==> src/rtl/reg_dec_rate_bridge.sv <==
// ---------------------------------------------------------------------------
// reg_dec_rate_bridge
//
// Register-access bridge between a full-rate register master and a slave
// register bus that runs at a decimated rate. One read or write is accepted
// at a time on the fast side and replayed on the slow side. All slow-side
// activity happens only on clk cycles qualified by the clk_2 strobe, so the
// slow bus sees every level for whole slow cycles.
//
// Ports:
//   clk              system clock (only clock)
//   rst              asynchronous active-high reset
//   clk_2            decimated-rate strobe, high one clk cycle per slow cycle
//   reg_s_addr       fast-side address
//   reg_s_rd         fast-side read request, held until ready
//   reg_s_wr         fast-side write request, held until ready (wins over rd)
//   reg_s_ready      one-cycle completion pulse (registered)
//   reg_s_writedata  fast-side write data
//   reg_s_readdata   read result, held until the next read completes
//   reg_m_addr       slow-side address, holds its last value when idle
//   reg_m_rd         slow-side read request
//   reg_m_wr         slow-side write request
//   reg_m_ready      slow-side completion, meaningful only when clk_2=1
//   reg_m_writedata  slow-side write data, holds its last value when idle
//   reg_m_readdata   slow-side read data, valid with reg_m_ready
// ---------------------------------------------------------------------------
module reg_dec_rate_bridge #(
    parameter int AW = 14
) (
    input  logic          clk,
    input  logic          rst,
    input  logic          clk_2,
    input  logic [AW-1:0] reg_s_addr,
    input  logic          reg_s_rd,
    input  logic          reg_s_wr,
    output logic          reg_s_ready,
    input  logic [31:0]   reg_s_writedata,
    output logic [31:0]   reg_s_readdata,
    output logic [AW-1:0] reg_m_addr,
    output logic          reg_m_rd,
    output logic          reg_m_wr,
    input  logic          reg_m_ready,
    output logic [31:0]   reg_m_writedata,
    input  logic [31:0]   reg_m_readdata
);

    localparam logic [1:0] IDLE  = 2'd0;
    localparam logic [1:0] ISSUE = 2'd1;
    localparam logic [1:0] WAIT  = 2'd2;
    localparam logic [1:0] DONE  = 2'd3;

    logic [1:0]    state;
    logic          op_wr;    // latched op kind: 1 = write, 0 = read
    logic [AW-1:0] addr_q;   // latched request, kept apart from reg_m_* so
    logic [31:0]   wdata_q;  // the slow bus only sees it on a clk_2 edge

    // NOTE: every register here is written with non-blocking assignments so
    // all state updates see the pre-edge values, independent of statement order.
    always_ff @(posedge clk or posedge rst) begin
        if (rst) begin
            state           <= IDLE;
            op_wr           <= 1'b0;
            addr_q          <= '0;
            wdata_q         <= '0;
            reg_s_ready     <= 1'b0;
            reg_s_readdata  <= '0;
            reg_m_addr      <= '0;
            reg_m_rd        <= 1'b0;
            reg_m_wr        <= 1'b0;
            reg_m_writedata <= '0;
        end else begin
            // Ready is a pulse: only the WAIT->DONE transition raises it,
            // so it can never be high for two consecutive cycles.
            reg_s_ready <= 1'b0;

            case (state)
                IDLE: begin
                    if (reg_s_wr || reg_s_rd) begin
                        op_wr   <= reg_s_wr;  // write wins when both are high
                        addr_q  <= reg_s_addr;
                        wdata_q <= reg_s_writedata;
                        state   <= ISSUE;
                    end
                end

                // Issue is deferred to the first strobe seen in ISSUE, so a
                // strobe coinciding with the latch cycle is never used.
                ISSUE: begin
                    if (clk_2) begin
                        reg_m_addr      <= addr_q;
                        reg_m_writedata <= wdata_q;
                        reg_m_wr        <= op_wr;
                        reg_m_rd        <= ~op_wr;
                        state           <= WAIT;
                    end
                end

                // reg_m_ready only counts on strobe cycles; the request is
                // dropped on that same strobe edge.
                WAIT: begin
                    if (clk_2 && reg_m_ready) begin
                        if (reg_m_rd) begin
                            reg_s_readdata <= reg_m_readdata;
                        end
                        reg_m_rd    <= 1'b0;
                        reg_m_wr    <= 1'b0;
                        reg_s_ready <= 1'b1;
                        state       <= DONE;
                    end
                end

                // One ready cycle; the master drops its request on the edge
                // that ends it, so IDLE does not re-trigger.
                DONE: begin
                    state <= IDLE;
                end

                default: begin
                    state <= IDLE;
                end
            endcase
        end
    end

endmodule

==> config.mk <==
export PLATFORM = sky130hd
export DESIGN_NAME = reg_dec_rate_bridge
export DESIGN_NICKNAME = d
export VERILOG_FILES = /design/src/rtl/reg_dec_rate_bridge.sv
export SDC_FILE = /design/constraint.sdc
export NUM_CORES = 1
export LEC_CHECK = 0
export BUFFER_PORTS_ARGS = -buffer_cell sky130_fd_sc_hd__buf_2
export CAP_MARGIN = 20
export CORE_MARGIN = 2
export CORE_UTILIZATION = 56
export CTS_BUF_LIST = sky130_fd_sc_hd__clkbuf_4 sky130_fd_sc_hd__clkbuf_8
export CTS_CLUSTER_SIZE = 28
export DETAILED_ROUTE_END_ITERATION = 8
export PLACE_DENSITY = 0.9
export SETUP_SLACK_MARGIN = 0.1
export SLEW_MARGIN = 40
export SYNTH_ARGS = -nofsm -noshare
export SYNTH_HDL_FRONTEND = slang
export SYNTH_SLANG_ARGS = --single-unit
==> constraint.sdc <==
create_clock -name clk -period 10.1 [get_ports clk]
set_input_delay 0.505 -clock clk [delete_from_list [all_inputs] [get_ports clk]]
set_output_delay 0.505 -clock clk [all_outputs]
set_load 0.05 [all_outputs]
==> results.toml <==
[grt]
met1_usage = 0.247
track_usage = 0.213
top_usage_layer = "met2"
grt_pass1_wl_mm = 16.1
grtUsageMet3 = 0.0604
grt_max_degree = 85
antenna_found_initial = 0
first_global_vias = 3353
use_met2 = 0.363
grt_overflow_total = 0

[worst_setup_path]
ff2ff_setup_slack_ps = 8180
path_max_fanout = 47
reg2reg_from = "state[0]"
path_class = "reg2reg"
worstPathArrival_ps = 2220
required_ps = 10400
cp-end-kind = "register"
reg2reg_to = "wdata_q[23]"
crit_start = "state[0]"
reg2regPathDepth = 5
start_kind = "register"

[final_layout]
fin_nets = 556
syn_to_final_growth_pct = 24.6
drive_above_1_share = 0.690
postLayoutCellArea_um2 = 6360
num_antenna_cells = 0

[placement]
port_buffers = 164
gp_congestion = 0.785
placed_cell_area_um2 = 5970
dp_hpwl_mm = 6.67

[clocking]
cts_root_buf = "clkbuf_8"
cts_tree = "done"
htree_levels = 4
cts_setup_buffers = 0
cts.sinks = 130
cts_hold_buf = 0
clock_latency_ps = 430
cts_buffers = 17
clockBufferDepth = 2
path_clk_slew_ps = 80
post_cts_resize_count = 0

[routing]
drcViolationCount = 0
wire_per_inst_um = 16.7
drt_iter0_drc = 76
vias = 3063
wirelength_mm = 9.84
drt-vias-per-instance = 5.21
drt-pass1-iter-count = 4
ant_nets = 0

[synth]
yosysMostFrequentCell = "dfrtp_1"
postSynthCellCount = 294
synth_nets = 383
synth_edf_count = 0
async_flop_share = 1.00
synth_area_um2 = 5110
synthFlopType = "dfrtp_1"
syn_avg_cell_area_um2 = 17.4
yosys.area.top_type = "dfrtp_1"
synth_common_cells = "dfrtp_1 (130), mux2_2 (98), mux2_4 (30)"
ys_seq_area_frac = 0.637
synth_top_area_frac = 0.637
ys_warn_count = 0
synth-seq-cells = 130
ys_top_cells_by_area = "dfrtp_1 (64%), mux2_2 (22%), mux2_4 (8.8%)"
ys_types = 19

[floorplanning]
rows = 34
dieArea_um2 = 9900
ios = 165
start_util = 0.583
die-width_um = 99.5
fp.coreArea_um2 = 8760
die_h_um = 99.5

[worst_hold_path]
hp-class = "in2async"

[flow_run]
maxCapViolations = 0

[sta]
finalHoldViolCount = 0
fmax_ghz = 0.522
setup_violations = 0
slew_headroom = 0.566
tightest_slew_ps = 651
rsz0062_at_grt = "false"
final.period_utilization = 0.190
whs_ps = 146
finalMaxSlewViolations = 0
tns_ps = 0
fin_skew_ps = 15.8
period_minus_slack_ps = 1920

[outcome]
outcome = "finished clean"
[flip-flops by register name, summed over array words and instances (netlist names)]
name / flops
reg_m_addr: 14
reg_m_rd: 1
reg_m_writedata: 32
state: 2
op_wr: 1
reg_s_readdata: 32
wdata_q: 32
reg_m_wr: 1
reg_s_ready: 1
addr_q: 14
[how the worst max path moves through the flow]
stage / cells after the start / end
global placement: 3 / reg_s_readdata[26]
finish: 5 / wdata_q[23]
CTS: 5 / wdata_q[23]
detailed placement: 5 / wdata_q[8]
floorplan: 1 / addr_q[0]
global route: 5 / wdata_q[21]
[area by class of cell]
| class | instances | area (µm²) |
|---|---|---|
| tap | 108 | 135 |
| sequential | 130 | 3250 |
| inverter | 4 | 17.5 |
| timing repair buffer | 166 | 842 |
| fill | 588 | 2400 |
| clock buffer | 19 | 249 |
| multi-input combinational | 148 | 1730 |
| clock inverter | 13 | 138 |
[cells in the final DEF, fill, tap and decap left out]
cell and n:
nor2_1 2, clkbuf_4 2, inv_1 3, clkinv_4 3, ha_1 5, mux2_4 30
clkinv_2 4, clkbuf_8 18, clkinvlp_4 3, inv_4 1, nor2b_1 1, mux2_2 98
o21ai_4 1, buf_4 1, nand2_4 2, a22o_1 1, a222oi_1 1, buf_2 164
and3_4 1, dfrtp_1 130, nand2_1 5, inv_6 1, bufinv_16 2, o32a_1 1
[kinds of logic after synthesis]
logic type,Yosys count,synth area share
flip-flops,130,0.637
multiplexers,128,0.304
buffers and inverters,16,0.0277
AND/OR/NAND/NOR,11,0.0120
adder cells (fa/ha/maj),5,0.0123
AO/OA/AOI/OAI,4,0.00662
[metrics by stage]
step	util	setup slack, ps	std cells
after CTS	0.726	8180	588
after global placement	0.681	8040	556
after detailed placement	0.682	8190	556
after floorplan	-	6130	294
after global routing	0.726	8070	588
final	0.726	8180	588
[routing by layer]
| metal | vias to the layer above | share of wire |
|---|---|---|
| li1 | 1386 | - |
| met1 | 1547 | 0.39 |
| met2 | 105 | 0.53 |
| met3 | 25 | 0.050 |
| met4 | 0 | 0.031 |
| met5 | - | 0 |
[critical path, stage by stage, from the launching register on]
cell and delay (ps):
dfrtp_1 380, inv_1 100, ha_1 280, o21ai_4 80, buf_4 510, mux2_2 410
Power is left out: the tool's default activity adds up to more than one toggle a clock period on the data nets, which glitch-free logic cannot reach.
